File: src/rtl/riscv_ctrl_pkg.sv
// Shared encodings for the multicycle RV32I control path: opcodes, FSM states and the
// select codes driven onto the datapath muxes.
package riscv_ctrl_pkg;

  // Major opcodes (IR[6:0]) handled by the multicycle core.
  localparam logic [6:0] OpcLw   = 7'b0000011;
  localparam logic [6:0] OpcSw   = 7'b0100011;
  localparam logic [6:0] OpcR    = 7'b0110011;
  localparam logic [6:0] OpcI    = 7'b0010011;
  localparam logic [6:0] OpcBeq  = 7'b1100011;
  localparam logic [6:0] OpcJal  = 7'b1101111;

  // State encodings are visible on state_o, so the values are fixed explicitly.
  typedef enum logic [3:0] {
    StFetch    = 4'd0,
    StDecode   = 4'd1,
    StMemAdr   = 4'd2,
    StMemRead  = 4'd3,
    StMemWb    = 4'd4,
    StMemWrite = 4'd5,
    StExecR    = 4'd6,
    StExecI    = 4'd7,
    StAluWb    = 4'd8,
    StBeq      = 4'd9,
    StJal      = 4'd10,
    StTrap     = 4'd11
  } state_e;

  // Immediate extender select.
  localparam logic [1:0] ImmI = 2'b00;
  localparam logic [1:0] ImmS = 2'b01;
  localparam logic [1:0] ImmB = 2'b10;
  localparam logic [1:0] ImmJ = 2'b11;

  // Result mux select.
  localparam logic [1:0] ResAluOut    = 2'b00;
  localparam logic [1:0] ResData      = 2'b01;
  localparam logic [1:0] ResAluResult = 2'b10;

  // ALU operand A select.
  localparam logic [1:0] SrcAPc    = 2'b00;
  localparam logic [1:0] SrcAOldPc = 2'b01;
  localparam logic [1:0] SrcARs1   = 2'b10;

  // ALU operand B select.
  localparam logic [1:0] SrcBRs2  = 2'b00;
  localparam logic [1:0] SrcBImm  = 2'b01;
  localparam logic [1:0] SrcBFour = 2'b10;

  // ALUOp codes consumed by the separate ALU decoder.
  localparam logic [1:0] AluAdd   = 2'b00;
  localparam logic [1:0] AluSub   = 2'b01;
  localparam logic [1:0] AluFunct = 2'b10;

endpackage

File: src/rtl/multicycle_ctrl_fsm_imm_src_dec.sv
// Immediate format select derived purely from the opcode; independent of FSM state.
module imm_src_dec
  import riscv_ctrl_pkg::*;
(
  input  logic [6:0] op,
  output logic [1:0] ImmSrc
);

  // Map each opcode to the immediate layout it carries; unknown opcodes fall back to I-type.
  always_comb begin
    ImmSrc = ImmI;
    case (op)
      OpcLw:   ImmSrc = ImmI;
      OpcI:    ImmSrc = ImmI;
      OpcSw:   ImmSrc = ImmS;
      OpcBeq:  ImmSrc = ImmB;
      OpcJal:  ImmSrc = ImmJ;
      default: ImmSrc = ImmI;
    endcase
  end

endmodule

File: src/rtl/multicycle_ctrl_fsm.sv
// Main control FSM of the multicycle RV32I core. Sequences fetch/decode/execute over the shared
// datapath, stalls on the memory handshake and counts retired instructions.
module multicycle_ctrl_fsm
  import riscv_ctrl_pkg::*;
#(
  parameter int unsigned CNT_W = 32
) (
  input  logic             clk,
  input  logic             rst,
  input  logic [6:0]       op,
  input  logic             Zero,
  input  logic             mem_ready,
  output logic             PCWrite,
  output logic             AdrSrc,
  output logic             MemWrite,
  output logic             IRWrite,
  output logic             RegWrite,
  output logic [1:0]       ResultSrc,
  output logic [1:0]       ALUSrcA,
  output logic [1:0]       ALUSrcB,
  output logic [1:0]       ALUOp,
  output logic [1:0]       ImmSrc,
  output logic             illegal_op,
  output logic [3:0]       state_o,
  output logic [CNT_W-1:0] retired
);

  state_e           state_q, state_d;
  logic [CNT_W-1:0] retired_q;
  logic             illegal_q;

  // Raw enables before the reset gate.
  logic pc_update;
  logic branch;
  logic ir_write_raw;
  logic reg_write_raw;
  logic mem_write_raw;
  logic retire;

  imm_src_dec u_imm_src_dec (
    .op     (op),
    .ImmSrc (ImmSrc)
  );

  // Next-state and Moore datapath controls; everything defaults to 0 / hold.
  always_comb begin
    state_d       = state_q;
    pc_update     = 1'b0;
    branch        = 1'b0;
    ir_write_raw  = 1'b0;
    reg_write_raw = 1'b0;
    mem_write_raw = 1'b0;
    retire        = 1'b0;
    AdrSrc        = 1'b0;
    ResultSrc     = ResAluOut;
    ALUSrcA       = SrcAPc;
    ALUSrcB       = SrcBRs2;
    ALUOp         = AluAdd;

    unique case (state_q)
      StFetch: begin
        // PC+4 is computed and written in the same cycle the IR is loaded.
        ALUSrcA      = SrcAPc;
        ALUSrcB      = SrcBFour;
        ALUOp        = AluAdd;
        ResultSrc    = ResAluResult;
        ir_write_raw = mem_ready;
        pc_update    = mem_ready;
        if (mem_ready) begin
          state_d = StDecode;
        end
      end
      StDecode: begin
        // Speculatively compute the branch/jump target into ALUOut.
        ALUSrcA = SrcAOldPc;
        ALUSrcB = SrcBImm;
        case (op)
          OpcLw, OpcSw: state_d = StMemAdr;
          OpcR:         state_d = StExecR;
          OpcI:         state_d = StExecI;
          OpcBeq:       state_d = StBeq;
          OpcJal:       state_d = StJal;
          default:      state_d = StTrap;
        endcase
      end
      StMemAdr: begin
        ALUSrcA = SrcARs1;
        ALUSrcB = SrcBImm;
        if (op == OpcLw) begin
          state_d = StMemRead;
        end else if (op == OpcSw) begin
          state_d = StMemWrite;
        end else begin
          state_d = StTrap;
        end
      end
      StMemRead: begin
        AdrSrc = 1'b1;
        if (mem_ready) begin
          state_d = StMemWb;
        end
      end
      StMemWb: begin
        ResultSrc     = ResData;
        reg_write_raw = 1'b1;
        retire        = 1'b1;
        state_d       = StFetch;
      end
      StMemWrite: begin
        // Write strobe held until memory accepts it.
        AdrSrc        = 1'b1;
        mem_write_raw = 1'b1;
        if (mem_ready) begin
          retire  = 1'b1;
          state_d = StFetch;
        end
      end
      StExecR: begin
        ALUSrcA = SrcARs1;
        ALUSrcB = SrcBRs2;
        ALUOp   = AluFunct;
        state_d = StAluWb;
      end
      StExecI: begin
        ALUSrcA = SrcARs1;
        ALUSrcB = SrcBImm;
        ALUOp   = AluFunct;
        state_d = StAluWb;
      end
      StAluWb: begin
        ResultSrc     = ResAluOut;
        reg_write_raw = 1'b1;
        retire        = 1'b1;
        state_d       = StFetch;
      end
      StBeq: begin
        // Compare rs1-rs2; PC takes the target held in ALUOut when Zero.
        ALUSrcA   = SrcARs1;
        ALUSrcB   = SrcBRs2;
        ALUOp     = AluSub;
        ResultSrc = ResAluOut;
        branch    = 1'b1;
        retire    = 1'b1;
        state_d   = StFetch;
      end
      StJal: begin
        // PC <- target from ALUOut while ALU forms OldPC+4 for the link write in ALUWB.
        ALUSrcA   = SrcAOldPc;
        ALUSrcB   = SrcBFour;
        ResultSrc = ResAluOut;
        pc_update = 1'b1;
        state_d   = StAluWb;
      end
      StTrap: begin
        state_d = StTrap;
      end
      default: begin
        state_d = StFetch;
      end
    endcase
  end

  // State, retired counter and sticky illegal flag; synchronous reset has priority.
  always_ff @(posedge clk) begin
    if (rst) begin
      state_q   <= StFetch;
      retired_q <= '0;
      illegal_q <= 1'b0;
    end else begin
      state_q <= state_d;
      if (retire) begin
        retired_q <= retired_q + CNT_W'(1);
      end
      if (state_d == StTrap) begin
        illegal_q <= 1'b1;
      end
    end
  end

  // Architectural write enables are suppressed while reset is asserted.
  always_comb begin
    PCWrite  = ~rst & (pc_update | (branch & Zero));
    IRWrite  = ~rst & ir_write_raw;
    RegWrite = ~rst & reg_write_raw;
    MemWrite = ~rst & mem_write_raw;
  end

  assign illegal_op = illegal_q;
  assign state_o    = state_q;
  assign retired    = retired_q;

endmodule
File: config.mk
export PLATFORM = sky130hd
export DESIGN_NAME = multicycle_ctrl_fsm
export DESIGN_NICKNAME = d
export VERILOG_FILES = /design/src/rtl/riscv_ctrl_pkg.sv /design/src/rtl/multicycle_ctrl_fsm_imm_src_dec.sv /design/src/rtl/multicycle_ctrl_fsm.sv
export SDC_FILE = /design/constraint.sdc
export NUM_CORES = 1
export LEC_CHECK = 0
export BUFFER_PORTS_ARGS = -buffer_cell sky130_fd_sc_hd__clkbuf_2
export CAP_MARGIN = 0
export CORE_MARGIN = 4
export CORE_UTILIZATION = 30
export DETAILED_ROUTE_END_ITERATION = 12
export GPL_ROUTABILITY_DRIVEN = 0
export PLACE_DENSITY_LB_ADDON = 0.12
export SETUP_SLACK_MARGIN = 0.02
export SYNTH_ARGS = -nofsm -noshare
export SYNTH_HDL_FRONTEND = slang
export SYNTH_SLANG_ARGS = --single-unit
export TNS_END_PERCENT = 100
File: constraint.sdc
create_clock -name clk -period 2.95 [get_ports clk]
set_input_delay 0 -clock clk [delete_from_list [all_inputs] [get_ports clk]]
set_output_delay 0 -clock clk [all_outputs]
set_load 0.01 [all_outputs]
### Yosys cells after proc, flatten, opt, wreduce, memory -nomap -nowiden

Cells that the tools add are included.

| storage, ports and cells | value |
|---|---|
| memories kept | 0 |
| bits in writable memories | 0 |
| output and inout bits | 52 |
| bits in read-only memories | 0 |
| bits in registers | 37 |
| bits in latches | 0 |

| operators by class | value |
|---|---|
| multiply operators | 0 |
| add/subtract/negate cells | 1 |
| bitwise logic cells | 7 |
| shift operators | 0 |
| divide/modulo/power cells | 0 |
| $lt $le $gt $ge | 0 |
| multiplexer cells | 20 |
| equal/unequal tests | 18 |
| reduce and logical (&&, ||, !) cells | 11 |

Operators by type and width:

| cell | number |
|---|---|
| 32-bit by 1-bit adder with 32-bit output (second input constant) | 1 |
| 4-bit one-hot mux with 7 select lines | 1 |
| 4-bit equality test (second input constant) | 5 |
| 4-bit two-way mux | 5 |
| 4-bit one-hot mux with 5 select lines | 1 |
| 4-bit by 3-bit equality test with 1-bit output (second input constant) | 4 |
| 2-bit one-hot mux with 2 select lines | 4 |
| 7-bit by 6-bit equality test with 1-bit output (second input constant) | 2 |
| 7-bit equality test (second input constant) | 2 |
| 2-bit OR reduction | 6 |
| 3-bit OR reduction | 3 |
| 4-bit by 2-bit equality test with 1-bit output (second input constant) | 2 |
| 7-bit by 2-bit equality test with 1-bit output (second input constant) | 1 |
| 7-bit by 5-bit equality test with 1-bit output (second input constant) | 1 |
| 1-bit two-way mux | 6 |
| 2-bit one-hot mux with 3 select lines | 1 |
| 1-bit AND | 5 |
| 4-bit by 1-bit equality test with 1-bit output (second input constant) | 1 |
| 4-bit zero test | 1 |
| 1-bit one-hot mux with 2 select lines | 2 |
| 4-bit OR reduction | 1 |
| 1-bit inverter | 1 |
| 1-bit bitwise OR | 1 |

### Logic depth before layout (Yosys ltp)

Gate-level depths: netlist (run 1).

| depth | value |
|---|---|
| word-level depth | 5 |
| depth in mapped cells | 8 |
| depth with buffers taken out | 5 |

### Cells and area by module

Synthesis (run 1) repeated with hierarchy kept, for this count alone.

| second synthesis, totals | value |
|---|---|
| cell total of the unflattened synthesis | 260 |
| area, all modules | 2,119.5 um2 |

Modules (own cells, without submodules):

| module | cells an instance | instances | sequential area each (um2) | area an instance (um2) |
|---|---|---|---|---|
| multicycle_ctrl_fsm | 254 | 1 | 740.7 | 2,075.7 |
| imm_src_dec | 6 | 1 | 0.0 | 43.8 |

### Worst setup path after synthesis (run 1)

No wires, ideal clock.

| path | value |
|---|---|
| kind | register -> register |
| from | register state_q[2], in the netlist state_o[2] |
| to | register retired_q[13], in the netlist retired[13] |
| data arrival time | 2.067 ns |
| period minus slack after synthesis | 2.188 ns |
| cell stages (with the launch flop) | 8 |
| setup time | 0.121 ns |
| data required time | 2.829 ns |
| setup slack | 0.762 ns |
| cell sequence | dfxtp_1 > nand2b_4 > o21a_2 > or4b_4 > buf_6 > buf_6 > nor3b_1 > mux2_2 |

| between the ends | value |
|---|---|
| word-level cells in the longest chain between the ends | 3 |
| elaborated cells on any way between the ends | 6 |
| those cells by class | eq/ne: 4; mux: 1; reduce/logical: 1 |

Ends and longest elaborated chain:

| element | RTL line | source |
|---|---|---|
| start, declared | multicycle_ctrl_fsm.sv:28 | `state_e state_q, state_d;` |
| start signal, assigned | multicycle_ctrl_fsm.sv:166 | `state_q <= StFetch;` |
| start signal, assigned | multicycle_ctrl_fsm.sv:170 | `state_q <= state_d;` |
| 4-bit equality test / 4-bit by 3-bit equality test with 1-bit output (equally long branches) | multicycle_ctrl_fsm.sv:60 | `unique case (state_q)` |
| 3-bit OR reduction (no source line) | - |  |
| 1-bit one-hot mux with 2 select lines * | multicycle_ctrl_fsm.sv:60 |  |
| end signal, assigned | multicycle_ctrl_fsm.sv:172 | `retired_q <= retired_q + CNT_W'(1);` |
| end, declared | multicycle_ctrl_fsm.sv:29 | `logic [CNT_W-1:0] retired_q;` |

Mark *: on every way between the ends. The rest lies on a longest branch, timed or not.
A chain may end at the register's enable or synchronous reset.

### Final worst setup path (run 1)

| path | value |
|---|---|
| from | register state_q[2], in the netlist state_o[2] |
| to | register retired_q[29], in the netlist retired[29] |

The elaborated chain is that of the path after synthesis.

==> results of run 1 <==
-- flip-flops by register name, indices dropped and copies added (netlist names) --
register    cells
retired        32
state_o         4
illegal_op      1
-- layout make-up --
type	instances	area (um2)
Timing Repair Buffer	66	340
Clock buffer	7	86.3
Multi-Input combinational cell	214	1310
Inverter	9	33.8
Tap cell	96	120
Fill cell	776	4270
Sequential cell	37	741
-- layer usage --
metal  routed length (um)  vias up  part of all wire [%]
met5                    0        -                     0
met4                   90        0                   1.5
met3                  285        8                   4.7
met2                 2770       56                    46
met1                 2870     1058                    48
li1                     -     1157                     -
-- report_power, final --
part	total [uW]	leakage [uW]	internal, uW	switching, uW
registers	589	0.000299	532	56.7
clock network	363	0.0000443	186	178
logic	613	0.000633	263	350
total	1570	0.000976	980	585
-- worst max-delay path, delay by kind of cell, from the launching register on --
family	cells	cell delay [ns]
simple gates	3	1.34
flops	1	0.70
compound gates	2	0.43
-- cell usage in the layout (no fill, tap or decap), types with 3 or more instances in the layout --
| cell | instances |
|---|---|
| dfxtp_1 | 37 |
| nor2_1 | 21 |
| a21oi_1 | 36 |
| nand2b_1 | 4 |
| clkbuf_2 | 62 |
| and3_1 | 6 |
| nand4_1 | 7 |
| clkbuf_8 | 6 |
| and4_1 | 4 |
| nand3_1 | 14 |
| o31ai_1 | 18 |
| mux2_2 | 3 |
| xnor2_1 | 4 |
| o21ai_0 | 10 |
| nand2_1 | 18 |
| or4_1 | 18 |
| nor2b_1 | 8 |
| buf_4 | 4 |
| inv_1 | 9 |
| nor3_1 | 6 |
| or3_1 | 6 |
-- cells by family after synthesis --
logic type / synth area share [%]
muxes: 2.02
buffers and inverters: 5.09
AOI/OAI and AO/OA: 21.7
DFF: 34.2
and+or+nand+nor: 34.8
xor gates and xnor gates: 1.62
adders and majority gates: 0.578
-- through the flow --
step | cells | hold slack [ns]
2_1_floorplan | 276 | 0.160
3_3_place_gp | 422 | 0.411
3_5_place_dp | 422 | 0.413
4_1_cts | 429 | 0.122
5_1_grt | 429 | 0.146
6_report | 429 | 0.129
-- worst max path at each step --
stage / startpoint / end / slack [ns] / depth (start not counted)
final: state_o[2] / retired[29] / 0.38 / 5
after global routing: state_o[2] / retired[23] / 0.24 / 5
after CTS: state_o[2] / retired[29] / 0.40 / 5
after detailed placement: state_o[2] / retired[29] / 0.42 / 5
after global placement: state_o[2] / retired[19] / 0.51 / 5
after floorplan: state_o[2] / retired[13] / 0.76 / 7
==> impl_metrics.toml, run 1 <==
[floorplanning]
die_w_um = 92.9
design.core.area_um2 = 6910
io_pins = 63
die_h_um = 92.9
rows = 30
initial_utilization_pct = 31.3
dieArea_um2 = 8630

[yosys]
syn_area_per_cell_um2 = 7.84
synth-main-ff-cell = "dfxtp_1"
yosys.area.top_type_share_pct = 34.2
ys_seq_elements = 37
yosysSeqAreaShare_pct = 34.2
ys.warnings.count = 0
ys_types = 48
synth_cells = 276
synthTopCellsByCount = "dfxtp_1 (37), a21oi_1 (36), nor2_1 (21)"
synth_fp_nets = 288
async_reset_ff_share_pct = 0
syn_area_um2 = 2160
yosysTopAreaCell = "dfxtp_1"
netlist_top_cells_area = "dfxtp_1 (34%), a21oi_1 (8.3%), o31ai_1 (6.2%)"
synth_edf_count = 0
yosys.cell_count.top_type = "dfxtp_1"

[finish]
layout.nets = 345
area_growth_syn_to_layout_pct = 21.7
num_antenna_cells = 0
drive_above_1_share_pct = 24.3
design_area_um2 = 2630
post-route-util_pct = 38.1

[timing]
min_period_over_period_pct = 87.0
tightest_slew_ns = 0.850
maxSlewViolCount = 0
fin_tns_setup_ns = 0
rsz0062_at_grt = "no"
setup_viol = 0
period_needed_ns = 2.57
slew_headroom_pct = 43.4
fmax_mhz = 390
finClkSkew_ns = 0.00219
hold_viol = 0
setup_slack_ns = 0.385

[pwr]
p_per_area_nw_per_um2 = 594
power_uw = 1570
p_leak_uw = 0.000976
peakVddDrop_mv = 0.358

[critical_path]
r2r_cells = 5
cp_cell_sequence = "nand2b_4 > o21a_2 > or4b_4 > or4_1 > a21oi_1"
critPathKind = "flop to flop"
end_kind = "flop"
cp_data_arrival_time_ns = 2.77
cp_slowest_cell = "dfxtp_1"
critical-path-max-stage-delay_ns = 0.70
critPathRequiredTime_ns = 3.15
start_kind = "flop"
rr_startpoint = "state_o[2]"
ff2ff_setup_slack_ns = 0.38
rr_endpoint = "retired[29]"
cp_max_fo = 28

[route]
dr.pass1.iters = 4
post_drt_wl_per_cell_um = 14.0
vias = 2279
ant_nets = 0
vias_per_cell = 5.31
remaining_drc_errors = 0
drtIter0Drc = 101
wl_um = 6010

[clocking]
ctsResizeCount = 0
cts_buffers = 5
clk_path_buf_depth = 2
clock_latency_ns = 0.29
cts_setup_buffers = 0
ctsHtreeMaxLevel = 2
cts.sinks = 37
clk_pin_slew_ns = 0.07
cts_tree = "done"
root_buffer = "clkbuf_8"
postCtsHoldBufs = 0

[worst_hold_path]
worstHoldEndpoint = "state_o[2]"
hold_path.class = "input port to flop"
min_from = "op[6]"
holdPathStages = 4

[global_routing]
met3_usage_pct = 2.84
track_usage_pct = 14.0
grt_pass1_vias = 2143
grt.overflow.total = 0
grt_util_met2_pct = 22.9
antenna_found_initial = 0
grt_max_degree = 40
grt_busiest_layer = "met2"
gr-usage-met1_pct = 18.0
grt_pass1_wl_um = 10000

[placement]
hpwlAfterDp_um = 4250
dp_slack_ns = 0.424
port-buffer-count = 62
placed_cell_area_um2 = 2550

[job]
maxCapViolCount = 0

[outcome]
status = "finished clean"
Power figures use the tool's default switching activity.
==> inputs of run 2 (changes only) <==
--- a/config.mk
+++ b/config.mk
@@ -8,10 +8,11 @@
 export BUFFER_PORTS_ARGS = -buffer_cell sky130_fd_sc_hd__clkbuf_2
 export CAP_MARGIN = 0
 export CORE_MARGIN = 4
-export CORE_UTILIZATION = 30
+export CORE_UTILIZATION = 52
 export DETAILED_ROUTE_END_ITERATION = 12
 export GPL_ROUTABILITY_DRIVEN = 0
 export PLACE_DENSITY_LB_ADDON = 0.12
+export RECOVER_POWER = 25
 export SETUP_SLACK_MARGIN = 0.02
 export SYNTH_ARGS = -nofsm -noshare
 export SYNTH_HDL_FRONTEND = slang
==> impl_metrics.toml, run 2 (same netlist as run 1, synthesis figures left out) <==
[floorplanning]
design.core.area_um2 = 4000
initial_utilization_pct = 54.1
io_pins = 63
dieArea_um2 = 5260
die_h_um = 72.5
rows = 23
die_w_um = 72.5

[finish]
layout.nets = 347
final.fill_count = 388
drive_above_1_share_pct = 18.8
fin_cells = 386
mostFrequentLayoutCells = "clkbuf_2 (40), dfxtp_1 (37), a21oi_1 (36), clkbuf_1 (22), nor2_1 (21)"
post-route-util_pct = 64.3
largest_reg_flops = 32
num_antenna_cells = 0
area_growth_syn_to_layout_pct = 19.0
layout_commonest_cell = "clkbuf_2"

[route]
post_drt_wl_per_cell_um = 14.0
drtIter0Drc = 145
vias = 2309
vias_per_cell = 5.98
ant_nets = 0
dr.pass1.iters = 4
wl_um = 5390
remaining_drc_errors = 0

[timing]
setup_slack_ns = 0.675
fmax_mhz = 440
rsz0062_at_grt = "no"
min_period_over_period_pct = 77.1
tightest_slew_ns = 0.790
slew_headroom_pct = 47.3
hold_viol = 0
fin_tns_setup_ns = 0
period_needed_ns = 2.28
setup_viol = 0
maxSlewViolCount = 0
finClkSkew_ns = 0.00486

[placement]
port-buffer-count = 62
placed_cells = 378
dp_slack_ns = 0.715
hpwlAfterDp_um = 3880

[critical_path]
rr_startpoint = "state_o[2]"
start_kind = "flop"
end_kind = "flop"
cp_max_fo = 28
cp_data_arrival_time_ns = 2.49
critPathRequiredTime_ns = 3.16
ff2ff_setup_slack_ns = 0.67
critPathKind = "flop to flop"
r2r_cells = 5
rr_endpoint = "retired[29]"

[worst_hold_path]
hold_path.class = "input port to flop"
worstHoldEndpoint = "state_o[2]"
min_from = "op[6]"
holdPathStages = 4

[pwr]
peakVddDrop_mv = 0.559
p_per_area_nw_per_um2 = 608
p_leak_uw = 0.000916

[clocking]
ctsResizeCount = 0
ctsHtreeMaxLevel = 2
cts.sinks = 37
cts_buffers = 5
cts_tree = "done"
postCtsHoldBufs = 0
root_buffer = "clkbuf_8"
clk_pin_slew_ns = 0.07
cts_setup_buffers = 0
clock_latency_ns = 0.29
clk_path_buf_depth = 2

[global_routing]
grt_pass1_wl_um = 9040
track_usage_pct = 21.3
grt_pass1_vias = 2006
antenna_found_initial = 0
grt_max_degree = 40
grt.overflow.total = 0

[outcome]
status = "finished clean"

[job]
maxCapViolCount = 0
-- run 2: cell types whose count changed in the layout (fill, tap and decap cells not counted) --
cell | before | now
clkinv_2 | 0 | 1
clkbuf_2 | 62 | 40
clkinv_4 | 0 | 1
buf_4 | 4 | 6
clkbuf_1 | 1 | 22
-- run 2: worst max-delay path: stages (launching register included) --
cell and delay, ns:
dfxtp_1 0.37, nand2b_1 0.25, o21a_2 0.19, or4b_4 0.68, or4_1 0.55, a21oi_1 0.16
-- run 2: area by class of cell --
cell class | instances | area, um2 | share of cell area [%]
Clock buffer | 6 | 82.6 | 3.21
Clock inverter | 2 | 13.8 | 0.535
Inverter | 9 | 33.8 | 1.31
Multi-Input combinational cell | 214 | 1310 | 51.0
Sequential cell | 37 | 741 | 28.8
Tap cell | 50 | 62.6 | 2.43
Timing Repair Buffer | 68 | 328 | 12.7
-- run 2: how the worst max path moves through the flow --
stage          startpoint     endpoint  slack [ns]
2_1_floorplan  state_o[2]  retired[13]        0.76
3_3_place_gp   state_o[2]  retired[29]        0.77
4_1_cts        state_o[2]  retired[29]        0.70
5_1_grt        state_o[2]  retired[27]        0.55
3_5_place_dp   state_o[2]  retired[25]        0.71
6_report       state_o[2]  retired[29]        0.67
-- run 2: layer usage --
metal / GRT usage [%] / routed length, um / vias to the layer above
li1: - / - / 1165
met1: 30.3 / 2630 / 1068
met2: 32.1 / 2380 / 67
met3: 3.46 / 294 / 9
met4: 8.61 / 82 / 0
met5: 0 / 0 / -
-- run 2: metrics by stage --
stage          instance area (um2)  total power (uW)  hold WS [ns]
6_report                      2570              1570         0.105
5_1_grt                       2570              1670         0.122
4_1_cts                       2600              1580         0.101
3_5_place_dp                  2500              1200         0.408
3_3_place_gp                  2500              1190         0.408
2_1_floorplan                 2160              1000         0.160
-- run 2: power by group --
part | switching [uW] | leakage (uW) | internal (uW)
combinational | 347 | 0.000566 | 260
sequential | 49.3 | 0.000299 | 532
clock | 187 | 0.0000512 | 189
total | 583 | 0.000916 | 982
==> inputs of run 3 (changes only) <==
--- a/config.mk
+++ b/config.mk
@@ -5,10 +5,11 @@
 export SDC_FILE = /design/constraint.sdc
 export NUM_CORES = 1
 export LEC_CHECK = 0
+export ABC_AREA = 1
 export BUFFER_PORTS_ARGS = -buffer_cell sky130_fd_sc_hd__clkbuf_2
 export CAP_MARGIN = 0
 export CORE_MARGIN = 4
-export CORE_UTILIZATION = 52
+export CORE_UTILIZATION = 53
 export DETAILED_ROUTE_END_ITERATION = 12
 export GPL_ROUTABILITY_DRIVEN = 0
 export PLACE_DENSITY_LB_ADDON = 0.12
==> constraint.sdc (replaced) <==
create_clock -name clk -period 2.28 [get_ports clk]
set_input_delay 0 -clock clk [delete_from_list [all_inputs] [get_ports clk]]
set_output_delay 0 -clock clk [all_outputs]
set_load 0.01 [all_outputs]
==> impl_metrics.toml, run 3 <==
[clocking]
root_buffer = "clkbuf_8"
cts_buffers = 5
cts_setup_buffers = 0
clk_path_buf_depth = 2
cts.sinks = 37
clock_latency_ns = 0.29
clk_pin_slew_ns = 0.07
ctsResizeCount = 0
ctsHtreeMaxLevel = 2
postCtsHoldBufs = 0
cts_tree = "done"

[global_routing]
grt_pass1_vias = 2627
grt.overflow.total = 0
grt_pass1_wl_um = 11600
grt_max_degree = 33
antenna_found_initial = 0
track_usage_pct = 23.8

[yosys]
synth_cells = 431
yosys.cell_count.top_type = "nand2_1"
ys_types = 26
synthTopCellsByCount = "nand2_1 (175), nor2_1 (69), dfxtp_1 (37)"
synth_fp_nets = 443
synth_edf_count = 0
yosys.area.top_type_share_pct = 29.8
async_reset_ff_share_pct = 0
ys.warnings.count = 0
synth-main-ff-cell = "dfxtp_1"
yosysSeqAreaShare_pct = 29.8
netlist_top_cells_area = "dfxtp_1 (30%), nand2_1 (26%), nor2_1 (10%)"
syn_area_um2 = 2490
yosysTopAreaCell = "dfxtp_1"
syn_area_per_cell_um2 = 5.77
ys_seq_elements = 37

[route]
ant_nets = 0
vias = 2854
dr.pass1.iters = 5
wl_um = 6820
vias_per_cell = 5.24
post_drt_wl_per_cell_um = 12.5
drtIter0Drc = 226
remaining_drc_errors = 0

[floorplanning]
initial_utilization_pct = 56.0
io_pins = 63
design.core.area_um2 = 4440
rows = 24
die_w_um = 76.5
dieArea_um2 = 5860
die_h_um = 76.5

[pwr]
p_per_area_nw_per_um2 = 703
p_sw_share_pct = 42.2
power_uw = 2020
seqPwrFrac_pct = 36.8
p_leak_uw = 0.00120
comb_power_share_pct = 39.4
peakVddDrop_mv = 0.472
switchingPower_uw = 852
p_clk_share_pct = 23.8
p_int_uw = 1170

[timing]
period_needed_ns = 1.83
tightest_slew_ns = 0.717
finClkSkew_ns = 0.00591
setup_slack_ns = 0.451
rsz0062_at_grt = "no"
hold_viol = 0
min_period_over_period_pct = 80.2
setup_viol = 0
fin_tns_setup_ns = 0
maxSlewViolCount = 0
fmax_mhz = 547
slew_headroom_pct = 52.2

[critical_path]
cp_cell_sequence = "inv_1 > nand2_2 > nand2_1 > nand2_2 > nand3_4 > inv_2 > nand2_1 > a21oi_1"
critPathRequiredTime_ns = 2.48
start_kind = "flop"
critPathKind = "flop to flop"
critical-path-max-stage-delay_ns = 0.40
cp_data_arrival_time_ns = 2.03
end_kind = "flop"
cp_slowest_cell = "inv_2"
cp_max_fo = 24

[placement]
dp_slack_ns = 0.455
port-buffer-count = 62
hpwlAfterDp_um = 5270

[finish]
area_growth_syn_to_layout_pct = 15.5
largest_reg_flops = 32
layout_commonest_cell = "nand2_1"
num_antenna_cells = 0
post-route-util_pct = 64.7
layout.nets = 505
drive_above_1_share_pct = 13.2
final.fill_count = 469
mostFrequentLayoutCells = "nand2_1 (175), nor2_1 (69), clkbuf_2 (40), dfxtp_1 (37), inv_1 (33)"

[job]
maxCapViolCount = 0

[worst_hold_path]
hold_path.class = "input port to flop"

[outcome]
status = "finished clean"
run 3: metal layers:
metal	wire length (um)	GRT usage, %
met5	0	0
met4	110	7.79
met3	349	4.37
met2	3240	41.2
met1	3130	29.6
run 3: cell families after synthesis:
| kind of cell | Yosys count | synth area share [%] |
|---|---|---|
| buf+inv | 45 | 7.79 |
| xor+xnor | 6 | 2.11 |
| fa+ha+maj | 1 | 0.503 |
| compound gates | 43 | 8.80 |
| simple gates | 299 | 51.0 |
| flops | 37 | 29.8 |
run 3: path summary, 6_finish.rpt:
check | from | to | slack, ns | cells after the start
worst min-delay path | op[4] | state_o[3] | 0.1 | 3
worst max register to register | state_o[3] | retired[22] | 0.45 | 8
worst max-delay path | state_o[3] | retired[22] | 0.45 | 8
worst min register to register | illegal_op | illegal_op | 0.46 | 2
run 3: layout make-up:
type | count | area (um2) | area share, %
Multi-Input combinational cell | 349 | 1550 | 54.0
Inverter | 37 | 139 | 4.83
Timing Repair Buffer | 63 | 290 | 10.1
Tap cell | 52 | 65.1 | 2.26
Clock buffer | 7 | 86.3 | 3.00
Sequential cell | 37 | 741 | 25.8
run 3: power by group through the flow:
stage          clock (uW)  combinational, uW  sequential [uW]
2_1_floorplan           0                586              771
3_3_place_gp            0                790              757
3_5_place_dp            0                802              760
4_1_cts               487                805              744
5_1_grt               520                890              753
6_report              481                796              744
run 3: through the flow:
step	instance area [um2]	cells	hold slack, ns
2_1_floorplan	2490	431	0.0761
3_3_place_gp	2820	538	0.314
3_5_place_dp	2820	538	0.321
4_1_cts	2900	545	0.0959
5_1_grt	2880	545	0.173
6_report	2880	545	0.0960
run 3: worst max-delay path: cells and delay by family, from the launching register on:
kind            cells  cell delay [ns]
simple gates        5             0.65
compound gates      1             0.19
buf+inv             2             0.49
flops               1             0.39
